**src/rtl/cv32e40p_fpu_issue_sched.sv**
```systemverilog
`default_nettype none
// ============================================================================
// Module      : cv32e40p_fpu_issue_sched
// Description : Shared-FPU issue scheduler: writeback-slot reservation,
//               FP register scoreboard and iterative DIVSQRT tracking.
// Revision    : 1.0 - initial release
// ============================================================================
module cv32e40p_fpu_issue_sched #(
    parameter int FPU_ADDMUL_LAT = 2,
    parameter int FPU_OTHERS_LAT = 2
) (
    input  logic        clk_i,
    input  logic        rst_i,
    input  logic        issue_valid_i,
    output logic        issue_ready_o,
    input  logic [1:0]  issue_grp_i,
    input  logic [4:0]  issue_rd_i,
    input  logic        issue_wb_i,
    input  logic [14:0] issue_rs_i,
    input  logic [2:0]  issue_rs_use_i,
    input  logic        divsqrt_done_i,
    output logic        wb_valid_o,
    output logic [4:0]  wb_rd_o,
    output logic [1:0]  wb_grp_o,
    output logic        busy_o
);

    localparam int         c_maxlat       = (FPU_ADDMUL_LAT > FPU_OTHERS_LAT) ? FPU_ADDMUL_LAT : FPU_OTHERS_LAT;
    localparam logic [1:0] c_grp_addmul   = 2'd0;
    localparam logic [1:0] c_grp_others   = 2'd1;
    localparam logic [1:0] c_grp_divsqrt  = 2'd2;

    generate
        if (FPU_ADDMUL_LAT < 1 || FPU_ADDMUL_LAT > 4 ||
            FPU_OTHERS_LAT < 1 || FPU_OTHERS_LAT > 4) begin : g_bad_lat
            $fatal(1, "cv32e40p_fpu_issue_sched: latency parameters must be in 1..4");
        end
    endgenerate

    typedef enum logic [1:0] {
        S_IDLE = 2'd0,
        S_BUSY = 2'd1,
        S_PEND = 2'd2
    } state_t;

    state_t              r_state;
    state_t              w_state_nxt;
    logic [c_maxlat-1:0] r_s_valid;
    logic [c_maxlat-1:0] r_s_wb;
    logic [4:0]          r_s_rd  [c_maxlat];
    logic [1:0]          r_s_grp [c_maxlat];
    logic [31:0]         r_sb;
    logic [4:0]          r_ds_rd;
    logic                r_ds_wb;
    logic                r_en;

    logic [1:0]          w_grp;
    logic                w_is_ds;
    logic [2:0]          w_lat;
    logic                w_collide;
    logic                w_hazard;
    logic                w_fire;
    logic [31:0]         w_sb_set;
    logic [31:0]         w_sb_clr;

    // Reserved group code is treated as OTHERS everywhere, including wb_grp_o.
    assign w_grp   = (issue_grp_i == 2'd3) ? c_grp_others : issue_grp_i;
    assign w_is_ds = (w_grp == c_grp_divsqrt);
    assign w_lat   = (w_grp == c_grp_addmul) ? 3'(FPU_ADDMUL_LAT) : 3'(FPU_OTHERS_LAT);

    always_comb begin
        w_collide = 1'b0;
        for (int k = 0; k < c_maxlat; k++) begin
            if (w_lat == 3'(k)) begin
                w_collide = r_s_valid[k];
            end
        end
    end

    assign w_hazard = (issue_wb_i        & r_sb[issue_rd_i])
                    | (issue_rs_use_i[0] & r_sb[issue_rs_i[4:0]])
                    | (issue_rs_use_i[1] & r_sb[issue_rs_i[9:5]])
                    | (issue_rs_use_i[2] & r_sb[issue_rs_i[14:10]]);

    // r_en keeps ready low until the first clock edge after reset release.
    assign issue_ready_o = r_en & (r_state != S_PEND) & ~w_hazard
                         & (w_is_ds ? (r_state == S_IDLE) : ~w_collide);
    assign w_fire        = issue_valid_i & issue_ready_o;

    always_comb begin
        wb_valid_o = 1'b0;
        wb_rd_o    = 5'd0;
        wb_grp_o   = 2'd0;
        if (r_s_valid[0] && r_s_wb[0]) begin
            wb_valid_o = 1'b1;
            wb_rd_o    = r_s_rd[0];
            wb_grp_o   = r_s_grp[0];
        end else if ((r_state == S_PEND) && !r_s_valid[0] && r_ds_wb) begin
            wb_valid_o = 1'b1;
            wb_rd_o    = r_ds_rd;
            wb_grp_o   = c_grp_divsqrt;
        end
    end

    assign busy_o   = (|r_s_valid) | (r_state != S_IDLE);
    assign w_sb_set = (w_fire && issue_wb_i) ? (32'd1 << issue_rd_i) : 32'd0;
    assign w_sb_clr = wb_valid_o ? (32'd1 << wb_rd_o) : 32'd0;

    always_comb begin
        w_state_nxt = r_state;
        case (r_state)
            S_IDLE:  if (w_fire && w_is_ds) w_state_nxt = S_BUSY;
            S_BUSY:  if (divsqrt_done_i)    w_state_nxt = S_PEND;
            S_PEND:  if (!r_s_valid[0])     w_state_nxt = S_IDLE;
            default: w_state_nxt = S_IDLE;
        endcase
    end

    always_ff @(posedge clk_i or posedge rst_i) begin
        if (rst_i) begin
            r_state   <= S_IDLE;
            r_s_valid <= '0;
            r_s_wb    <= '0;
            for (int k = 0; k < c_maxlat; k++) begin
                r_s_rd[k]  <= 5'd0;
                r_s_grp[k] <= 2'd0;
            end
            r_sb      <= 32'd0;
            r_ds_rd   <= 5'd0;
            r_ds_wb   <= 1'b0;
            r_en      <= 1'b0;
        end else begin
            r_en    <= 1'b1;
            r_state <= w_state_nxt;
            for (int k = 0; k < c_maxlat - 1; k++) begin
                r_s_valid[k] <= r_s_valid[k+1];
                r_s_wb[k]    <= r_s_wb[k+1];
                r_s_rd[k]    <= r_s_rd[k+1];
                r_s_grp[k]   <= r_s_grp[k+1];
            end
            r_s_valid[c_maxlat-1] <= 1'b0;
            // A new pipelined op lands in the slot that drains to s[0] after exactly L cycles.
            if (w_fire && !w_is_ds) begin
                for (int k = 0; k < c_maxlat; k++) begin
                    if (w_lat == 3'(k + 1)) begin
                        r_s_valid[k] <= 1'b1;
                        r_s_wb[k]    <= issue_wb_i;
                        r_s_rd[k]    <= issue_rd_i;
                        r_s_grp[k]   <= w_grp;
                    end
                end
            end
            if (w_fire && w_is_ds) begin
                r_ds_rd <= issue_rd_i;
                r_ds_wb <= issue_wb_i;
            end
            r_sb <= (r_sb & ~w_sb_clr) | w_sb_set;
        end
    end

    a_done_only_busy: assert property (@(posedge clk_i) disable iff (rst_i)
        divsqrt_done_i |-> (r_state == S_BUSY));

endmodule
`default_nettype wire

```
**config.mk**
```make
export PLATFORM = sky130hd
export DESIGN_NAME = cv32e40p_fpu_issue_sched
export DESIGN_NICKNAME = d
export VERILOG_FILES = /design/src/rtl/cv32e40p_fpu_issue_sched.sv
export SDC_FILE = /design/constraint.sdc
export NUM_CORES = 1
export LEC_CHECK = 0
export CAP_MARGIN = 30
export CORE_ASPECT_RATIO = 2
export CORE_UTILIZATION = 50
export CTS_BUF_LIST = sky130_fd_sc_hd__clkbuf_8
export DETAILED_ROUTE_END_ITERATION = 12
export PLACE_DENSITY = 0.75
export SLEW_MARGIN = 30
export SYNTH_ARGS = -nofsm -noshare
export SYNTH_HDL_FRONTEND = slang
export SYNTH_SLANG_ARGS = --single-unit
```
**constraint.sdc**
```tcl
create_clock -name clk_i -period 3.65 [get_ports clk_i]
set_input_delay 0.73 -clock clk_i [delete_from_list [all_inputs] [get_ports clk_i]]
set_output_delay 0.73 -clock clk_i [all_outputs]
set_load 0.01 [all_outputs]
```
# Word-level counts from Yosys, hierarchy flattened
# Cells that the tools add are included.
# Widths: inputs -> output; s select.
dict set report word_totals {
  ff_bits 59
  latchBits 0
  mem_bits_rw 0
  romBits 0
  input_bits 30
  elab_cells 77
  mem_count 0
}
dict set report classes {
  addsub 0
  multipliers 0
  div 0
  order_cmp 4
  eq_ne 8
  shifts 2
  muxes 23
  bitwise 16
  reduce_logical 12
}
# op n
set ops {}
lappend ops {{$mux 32} 2}
lappend ops {{$shl 1x5->32 const A} 2}
lappend ops {{$and 32x32->32} 1}
lappend ops {{$not 32->32} 1}
lappend ops {{$or 32x32->32} 1}
lappend ops {{$lt 5x6->1 const B} 4}
lappend ops {{$bmux 1 s5} 4}
lappend ops {{$mux 2} 7}
lappend ops {{$mux 5} 2}
lappend ops {{$and 1x1->1} 8}
lappend ops {{$mux 1} 7}
lappend ops {{$eq 2x2->1 const B} 3}
lappend ops {{$logic_and 1x1->1} 6}
lappend ops {{$ne 2x2->1 const B} 3}
lappend ops {{$pmux 2 s3} 1}
lappend ops {{$or 1x1->1} 4}
lappend ops {{$reduce_and 3->1} 1}
lappend ops {{$eq 2x1->1 const B} 1}
lappend ops {{$logic_not 1->1} 2}
lappend ops {{$logic_not 2->1} 1}
lappend ops {{$ne 2x1->1 const B} 1}
lappend ops {{$reduce_bool 2->1} 1}
lappend ops {{$reduce_or 2->1} 1}
lappend ops {{$not 1->1} 1}

# Logic depth before layout (Yosys ltp)
# Gate-level depths: netlist (run 1).
dict set report depth {
  word_depth 13
  depth_mapped 11
  depth_no_buf 7
}

# Worst setup path after synthesis (run 1)
# OpenSTA, ideal clock, no wires.
dict set report synth_timing {
  path_kind {in2out}
  from {input port issue_rs_i[5]}
  to {output port issue_ready_o}
  t_arrival_ns 2.876
  required_ns 2.920
  path_slack_ns 0.044
  cell_stages 10
  n_path_buf 3
  path_cell_list {clkbuf_1 > mux4_2 > o22a_1 > a21o_1 > o211ai_1 > o21ai_2 > or2_1 > buf_6 > buf_6 > inv_1}
}
dict set report synth_between {
  elab_chain_cells 8
}
# item line_no
set synth_rtl {}
lappend synth_rtl {{from (decl)} 19} ;# input logic [14:0] issue_rs_i,
lappend synth_rtl {{$bmux 1 s5} 82} ;# | (issue_rs_use_i[1] & r_sb[issue_rs_i[9:5]])
lappend synth_rtl {{$mux 1 (not written as such)} 82}
lappend synth_rtl {{$and 1x1->1} 82}
lappend synth_rtl {{$or 1x1->1} 82}
lappend synth_rtl {{$or 1x1->1} 83} ;# | (issue_rs_use_i[2] & r_sb[issue_rs_i[14:10]]);
lappend synth_rtl {{$not 1->1} 86} ;# assign issue_ready_o = r_en & (r_state != S_PEND) & ~w_hazard
lappend synth_rtl {{$and 1x1->1} 86}
lappend synth_rtl {{$and 1x1->1} 87} ;# & (w_is_ds ? (r_state == S_IDLE) : ~w_collide);
lappend synth_rtl {{to (decl)} 15} ;# output logic issue_ready_o,
# No other way between the ends. The select of a mux whose other input is x is not followed.

# Worst setup path in the final report (run 1)
dict set report layout_timing {
  from {input port issue_rs_i[7]}
  to {output port issue_ready_o}
}
# Same word-level chain as after synthesis.

==> summary.md, run 1 <==
| Metric | Value |
|---|---|
| Critical-path top delay cell | `clkdlybuf4s15_1` |
| Synth Cell Area | `0.00359 mm^2` |
| Max Root-Sink Buffers | `2` |
| Hold Crit Class | `reg -> reg` |
| Final worst setup slack | `43.2 ps` |
| Final HPWL DP | `7.78 mm` |
| Final setup viols | `0` |
| Drt first pass iters | `6` |
| Setup TNS | `0 ps` |
| Number of flops mapped to enable cells by yosys | `0` |
| Max-cap violations | `0` |
| Power Density | `326 mW/mm^2` |
| Seq cells post-synth | `59` |
| Vias in the first global route | `3194` |
| Vias per inst | `6.63` |
| Yosys top cell by area | `dfrtp_1` |
| Critical path arrival | `2880 ps` |
| Fill count | `521` |
| Clk Latency, worst-skew pair | `350 ps` |
| Max FO, Critical Path | `5` |
| Initial antenna violation count | `0` |
| Worst path most repeated cell | `o211ai_1` |
| Period Utilization, post-route | `0.988` |
| Final GP Congestion | `0.915` |
| Fin. max-slew vios | `0` |
| Mapped Avg Cell Area | `12.0 um^2` |
| Clk slew on worst S/H paths | `60 ps` |
| Area Growth Syn to Fin | `26.9%` |
| Status | `complete, no violations` |
| Worst path cell trace | `clkdlybuf4s15_1 -> buf_4 -> mux4_2 -> mux2i_2 -> o211ai_1 -> o211ai_1 -> o21ai_4 -> or2_4 -> inv_1 -> buf_2` |
| Final Hold Fails | `0` |
| Asr flop ratio synth | `1.00` |
| CTS buffer count | `9` |
| Synth cell types | `50` |
| Sequential-to-total area share from yosys stat | `0.411` |
| # clock sinks | `59` |
| Final min period | `3610 ps` |
| Max Fclk | `277 MHz` |
| Largest net degree at the start of global routing | `34` |
| Share of cells above drive strength 1 | `0.344` |
| Non-filler instance count after layout | `462` |
| DRT Wirelength | `10.6 mm` |
| First-pass GRT wire length | `17.0 mm` |
| Worst slack, placed | `-753 ps` |
| Initial Utilization | `0.518` |
| Mapped Nets | `329` |
| IO buf count | `39` |
| Worst path required time | `2920 ps` |
| DR iter-0 viols | `264` |
| Vias | `3061` |
| CTS tree | `yes` |
| Synth top area cells | `dfrtp_1 41%, mux4_2 19%, o31ai_1 6.1%` |
| Wire length per cell | `22.9 um` |
| DRT antenna net count | `0` |
| Root buf cell | `clkbuf_8` |
| Setup Skew | `12.4 ps` |
| CP max stage delay | `370 ps` |
| Post-Syn Instances | `299` |
| VDD IR-drop max | `0.303 mV` |
| DRC violations left | `0` |
| Die X | `62.0 um` |
| # hold bufs at CTS | `0` |
| N_diodes | `0` |
| I/O pin count | `40` |
| Critical path class | `in -> out` |
| Worst rel slew slack | `0.581` |
| CP endpoint kind | `output pin` |
| Gr ovfl total | `0` |
| Leakage | `1.69 nW` |
| Yosys warns | `0` |
| Core area | `0.00694 mm^2` |
| Synth Flop Type | `dfrtp_1` |
| GRT Util Overall | `0.326` |
| FP Rows | `43` |
| Final nets | `399` |
| Crit path launch type | `primary input` |
| Die height | `122 um` |
| H-tree depth | `3` |
| Placed Instances | `446` |
| Worst-Margin Slew | `627 ps` |
| Die area | `0.00755 mm^2` |
| Synth top area share | `0.411` |
==> path summary, 6_finish.rpt <==
check	endpoint	slack (ps)	startpoint	cells after the start
setup / recovery	issue_ready_o	40	issue_rs_i[7]	10
hold / removal	r_s_rd[6]	370	r_s_rd[1]	0
setup reg to reg	r_ds_rd[2]	690	r_sb[14]	9
hold reg to reg	r_s_rd[6]	370	r_s_rd[1]	0
max in group asynchronous	r_s_wb[1]	2030	rst_i	3
min in group asynchronous	r_sb[13]	790	rst_i	2
==> sequential cells by signal, summed over array words and instances (netlist names) <==
name,cells
r_state,2
r_ds_wb,1
r_sb,32
r_ds_rd,5
r_en,1
r_s_grp,4
r_s_valid,2
r_s_rd,10
r_s_wb,2
==> through the flow <==
stage          power (mW)  instance area [um^2]  utilization  hold WS (ps)
2_1_floorplan       0.839                  3590            -           346
3_3_place_gp        0.923                  4300        0.619           349
3_5_place_dp        0.931                  4300        0.619           357
4_1_cts              1.49                  4520        0.651           374
5_1_grt              1.55                  4560        0.657           389
6_report             1.49                  4560        0.657           370
==> report_power, final <==
part | switching (mW) | leakage [nW] | internal (mW)
clock network | 0.239 | 0.0992 | 0.321
registers | 0.0214 | 0.635 | 0.703
logic | 0.0971 | 0.957 | 0.105
==> cells in the mapped netlist (2+ instances only) <==
cell type and number:
mux4_2 31, mux2i_1 5, nor2b_1 4, o31ai_2 4, mux2_1 7, clkbuf_1 14, nand2b_1 3, or2_2 4
o21ai_0 35, nand3_1 6, inv_1 9, o211ai_1 3, nand2_1 11, nand3b_1 6, or3_1 3, a21o_1 2
o31ai_1 29, dfrtp_1 59, nor3_1 2, and3_1 2, buf_6 4, mux2_2 13, buf_2 3, nor2_1 5
o22ai_1 3, nand4b_1 2, a21oi_1 3, a22oi_1 2, a22o_1 3, buf_1 2
==> layout make-up <==
class | count | area (um^2) | area share
repair buffers | 83 | 743 | 0.163
well taps | 90 | 113 | 0.0247
flip-flops and latches | 59 | 1480 | 0.324
clock buffers | 10 | 138 | 0.0302
clock inverters | 4 | 43.8 | 0.00960
multi-input cells | 207 | 2010 | 0.442
inverters | 9 | 33.8 | 0.00741
==> routing by layer <==
| metal | GRT usage | up-vias | share of wire |
|---|---|---|---|
| met2 | 0.505 | 202 | 0.52 |
| met1 | 0.353 | 1475 | 0.33 |
| met5 | 0 | - | 0 |
| met3 | 0.101 | 70 | 0.068 |
| met4 | 0.254 | 0 | 0.080 |
| li1 | - | 1314 | - |
==> cell usage in the layout (no fill, tap or decap), types with 4 or more instances in the layout <==
cell type / synthesis / final
nor2_1: 5 / 5
o31ai_2: 4 / 4
buf_6: 4 / 5
mux4_2: 31 / 31
clkdlybuf4s50_1: 0 / 28
o31ai_1: 29 / 29
clkbuf_8: 0 / 10
dfrtp_1: 59 / 59
or2_2: 4 / 4
nand3_1: 6 / 6
inv_1: 9 / 9
nand2_1: 11 / 10
mux2_2: 13 / 12
mux2_1: 7 / 7
nand3b_1: 6 / 6
mux2i_1: 5 / 4
buf_4: 1 / 38
o21ai_0: 35 / 34
==> cell families (layout without fill, tap and decap cells) <==
| family | after synthesis | count (layout) | synth area share |
|---|---|---|---|
| AO/OA/AOI/OAI | 92 | 92 | 0.172 |
| buffers and inverters | 33 | 106 | 0.0449 |
| flip-flops | 59 | 59 | 0.411 |
| multiplexers | 56 | 56 | 0.271 |
| other | 1 | 1 | 0.00104 |
| AND/OR/NAND/NOR | 58 | 58 | 0.100 |
==> timing repair <==
action	CTS	global route
resized for setup	23	18
buffers inserted	1	1
pin swaps	5	5
endpoints found under the hold margin	0	0
setup endpoints to repair	1	1
==> worst max-delay path: cells and delay by family <==
family / cells / cell delay (ps)
buffers and inverters: 4 / 790
AOI/OAI and AO/OA: 3 / 470
muxes: 2 / 610
and+or+nand+nor: 1 / 260
Power figures use the tool's default switching activity.
==> run 2: changes to the inputs <==
--- a/config.mk
+++ b/config.mk
@@ -5,12 +5,13 @@
 export SDC_FILE = /design/constraint.sdc
 export NUM_CORES = 1
 export LEC_CHECK = 0
+export ABC_AREA = 1
 export CAP_MARGIN = 30
 export CORE_ASPECT_RATIO = 2
 export CORE_UTILIZATION = 50
 export CTS_BUF_LIST = sky130_fd_sc_hd__clkbuf_8
 export DETAILED_ROUTE_END_ITERATION = 12
-export PLACE_DENSITY = 0.75
+export PLACE_DENSITY = 0.71
 export SLEW_MARGIN = 30
 export SYNTH_ARGS = -nofsm -noshare
 export SYNTH_HDL_FRONTEND = slang
==> constraint.sdc (replaced) <==
create_clock -name clk_i -period 3.7 [get_ports clk_i]
set_input_delay 0.74 -clock clk_i [delete_from_list [all_inputs] [get_ports clk_i]]
set_output_delay 0.74 -clock clk_i [all_outputs]
set_load 0.01 [all_outputs]
==> summary.md, run 2 <==
| Metric | Value |
|---|---|
| Status | `complete, no violations` |
| Multiplexer area fraction after synthesis | `0 (-0.271)` |
| Number of flops mapped to enable cells by yosys | `0 (unchanged)` |
| Combinational share of power | `0.223 (+0.087)` |
| Final nets | `719 (+80%)` |
| Initial antenna violation count | `0 (unchanged)` |
| Max reg flops | `32 (unchanged)` |
| Asr flop ratio synth | `1.00 (unchanged)` |
| Routed met3 length | `977 um (+35%)` |
| GRT Util Overall | `0.374 (+0.0478)` |
| Sequential share of power | `0.455 (-0.033)` |
| Die height | `133 um (+8.7%)` |
| Top-count cell post-synth | `nand2_1` |
| Reg-to-Reg End | `r_sb[23]` |
| Sequential-to-total area share from yosys stat | `0.347 (-0.0642)` |
| CTS buffer count | `9 (unchanged)` |
| Seq cells post-synth | `59 (unchanged)` |
| Yosys top cell by area | `dfrtp_1` |
| CTS tree | `yes` |
| Max Root-Sink Buffers | `2 (unchanged)` |
| Synth top area share | `0.347 (-0.0642)` |
| Critical path arrival | `2510 ps (-370 ps)` |
| Pwr Total | `1.86 mW (+25%)` |
| # hold bufs at CTS | `0 (unchanged)` |
| Worst-Margin Slew | `568 ps (-59.1 ps)` |
| Post-Syn Instances | `650 (+120%)` |
| Share of cells above drive strength 1 | `0.0965 (-0.248)` |
| Worst r2r path cells | `8 (-1)` |
| Mapped Avg Cell Area | `6.55 um^2 (-45%)` |
| Worst path required time | `2960 ps (+40 ps)` |
| Main combinational cell family by area after synthesis | `simple AND/OR/NAND/NOR gates` |
| Clk Latency, worst-skew pair | `350 ps (about the same)` |
| Sw Ratio | `0.331 (+0.0908)` |
| DR iter-0 viols | `333 (+26%)` |
| Core area | `0.00829 mm^2 (+19%)` |
| N_diodes | `0 (unchanged)` |
| Die X | `67.3 um (+8.6%)` |
| Leading cell type in the layout, fill and taps excluded | `nand2_1` |
| Max Fclk | `308 MHz` |
| DR WL met2 | `7.14 mm (+29%)` |
| Final min period | `3250 ps` |
| Initial Utilization | `0.514 (-0.00413)` |
| Final setup viols | `0 (unchanged)` |
| Setup TNS | `0 ps (unchanged)` |
| RSZ-0062 raised after global routing | `no` |
| Hold Path Depth | `0 (unchanged)` |
| Vias in the first global route | `4541 (+42%)` |
| Placed Instances | `776 (+74%)` |
| Gr ovfl total | `0 (unchanged)` |
| Final Hold Fails | `0 (unchanged)` |
| Clk pwr share | `0.321 (-0.055)` |
| Crit path launch type | `primary input` |
| CP endpoint kind | `output pin` |
| Hold Crit Class | `reg -> reg` |
| Cell-internal power | `1.25 mW (+10%)` |
| Start point of the worst hold path | `r_s_rd[2]` |
| Non-filler instance count after layout | `792 (+71%)` |
| Root buf cell | `clkbuf_8` |
| Area Growth Syn to Fin | `16.7%` |
| FP Rows | `47 (+9.3%)` |
| Final HPWL DP | `10.9 mm (+40%)` |
| Post-synthesis adder-cell area fraction | `0 (unchanged)` |
| Biggest register | `r_sb` |
| Largest regs | `r_sb: 32 flops, r_s_rd: 10 flops, r_ds_rd: 5 flops` |
| Wire length per cell | `18.4 um (-20%)` |
| Register-to-register path setup slack | `1500 ps (+810 ps)` |
| Hold path endpoint | `r_s_rd[7]` |
| Top cells by count, synth | `244 x nand2_1, 115 x nand3_1, 59 x dfrtp_1` |
| Largest net degree at the start of global routing | `48 (+41%)` |
| First-pass GRT wire length | `24.4 mm (+44%)` |
| Synth Flop Type | `dfrtp_1` |
| Power Density | `375 mW/mm^2 (+15%)` |
| H-tree depth | `3 (unchanged)` |
| Net switching power | `0.617 mW (+73%)` |
| Synth Area in XOR/XNOR | `0 (unchanged)` |
| DRT antenna net count | `0 (unchanged)` |
| Drt first pass iters | `7 (+1)` |
| DRC violations left | `0 (unchanged)` |
| Die area | `0.00892 mm^2 (+18%)` |
| I/O pin count | `40 (unchanged)` |
| Synth Area in Compound Gates | `0.0581 (-0.114)` |
| Period Utilization, post-route | `0.877` |
| Clk slew on worst S/H paths | `70 ps (about the same)` |
| Synth Cell Area | `0.00426 mm^2 (+19%)` |
| DRT Wirelength | `14.6 mm (+38%)` |
| Yosys warns | `0 (unchanged)` |
| Final GP Congestion | `1.03 (+12%)` |
| Synth top area cells | `dfrtp_1 35%, nand2_1 21%, nand3_1 14%` |
| Vias per inst | `6.05 (-8.6%)` |
| Critical path class | `in -> out` |
| Synth cell types | `28 (-44%)` |
| Max FO, Critical Path | `8 (+3)` |
| Fin. max-slew vios | `0 (unchanged)` |
| Max-cap violations | `0 (unchanged)` |
| Highest metal used | `met4` |
| Simple-Gate Fraction of Synth Area | `0.497 (+0.396)` |
| Setup Skew | `10.9 ps (-1.51 ps)` |
| VDD IR-drop max | `0.357 mV (+18%)` |
| # clock sinks | `59 (unchanged)` |
| Final Util | `0.600 (-0.0576)` |
| Post-Route M1 WL | `4.97 mm (+42%)` |
| Vias | `4795 (+57%)` |
| Critical R2R Launch | `r_state[0]` |
| Most frequent cells in the layout | `244 x nand2_1, 113 x nand3_1, 59 x dfrtp_1` |
| Worst rel slew slack | `0.621 (+0.0396)` |
| Mapped Nets | `680 (+110%)` |
| IO buf count | `39 (unchanged)` |
| Leakage | `2.42 nW (+43%)` |
## run 2: cell count changes in the layout (fill, tap and decap cells not counted), sizes merged, moves of 18 or more
cell / delta
mux2: -20
buf: -18
nand2: +234
nand4: +49
o31ai: -33
nor2: +36
mux4: -31
inv: +35
nand3: +115
## run 2: how the worst max path moves through the flow
stage	slack (ps)	start	to
after floorplan	1070	issue_rs_i[0]	issue_ready_o
after global placement	110	issue_rs_i[5]	issue_ready_o
after detailed placement	90	issue_rd_i[0]	issue_ready_o
after CTS	70	issue_rd_i[0]	issue_ready_o
after global routing	290	issue_rd_i[1]	issue_ready_o
final	450	issue_rd_i[1]	issue_ready_o
## run 2: layout make-up
type                       instances  area, um^2
clock buffer                      11         151
clock inverter                     5        52.6
fill                             786        3320
inverter                          46         180
multi-input combinational        507        2380
sequential                        59        1480
tap                               98         123
timing repair buffer              66         604
## run 2: critical path, stage by stage
cell             delay, ps
clkdlybuf4s50_1        620
inv_1                  170
nor2_1                 230
nand2_1                 80
nand4_1                 90
nand3_1                 60
nand3_1                100
nand3_2                100
nand2_4                100
nor2_8                  50
dlymetal6s2s_1         160
## run 2: cell families (layout without fill, tap and decap cells)
family                 count (synthesis)  after routing
flip-flops                            59             59
AO/OA/AOI/OAI                         42             42
buffers and inverters                 84            128
other                                  1              1
AND/OR/NAND/NOR                      464            464
## run 2: power by group through the flow
| stage | clock network [mW] | logic (mW) | registers (mW) |
|---|---|---|---|
| detailed placement | 0 | 0.410 | 0.849 |
| global route | 0.636 | 0.475 | 0.852 |
| floorplan | 0 | 0.304 | 0.803 |
| global placement | 0 | 0.400 | 0.843 |
| CTS | 0.614 | 0.411 | 0.837 |
| finish | 0.598 | 0.416 | 0.848 |
## run 2: timing repair
action,CTS,global route
setup endpoints to repair,0,1
gates resized for setup,0,8
setup buffers,0,0
## run 2: through the flow
stage / hold WS [ps] / area, um^2 / worst slack [ps]
2_1_floorplan: 354 / 4260 / 1070
3_3_place_gp: 357 / 4740 / 110
3_5_place_dp: 363 / 4740 / 88.4
4_1_cts: 373 / 4940 / 72.8
5_1_grt: 390 / 4970 / 290
6_report: 370 / 4970 / 455
## run 2: layer usage
metal,GRT usage,vias up
met4,0.294,0
met2,0.579,246
li1,-,2242
met3,0.103,104
met5,0,-
met1,0.414,2203
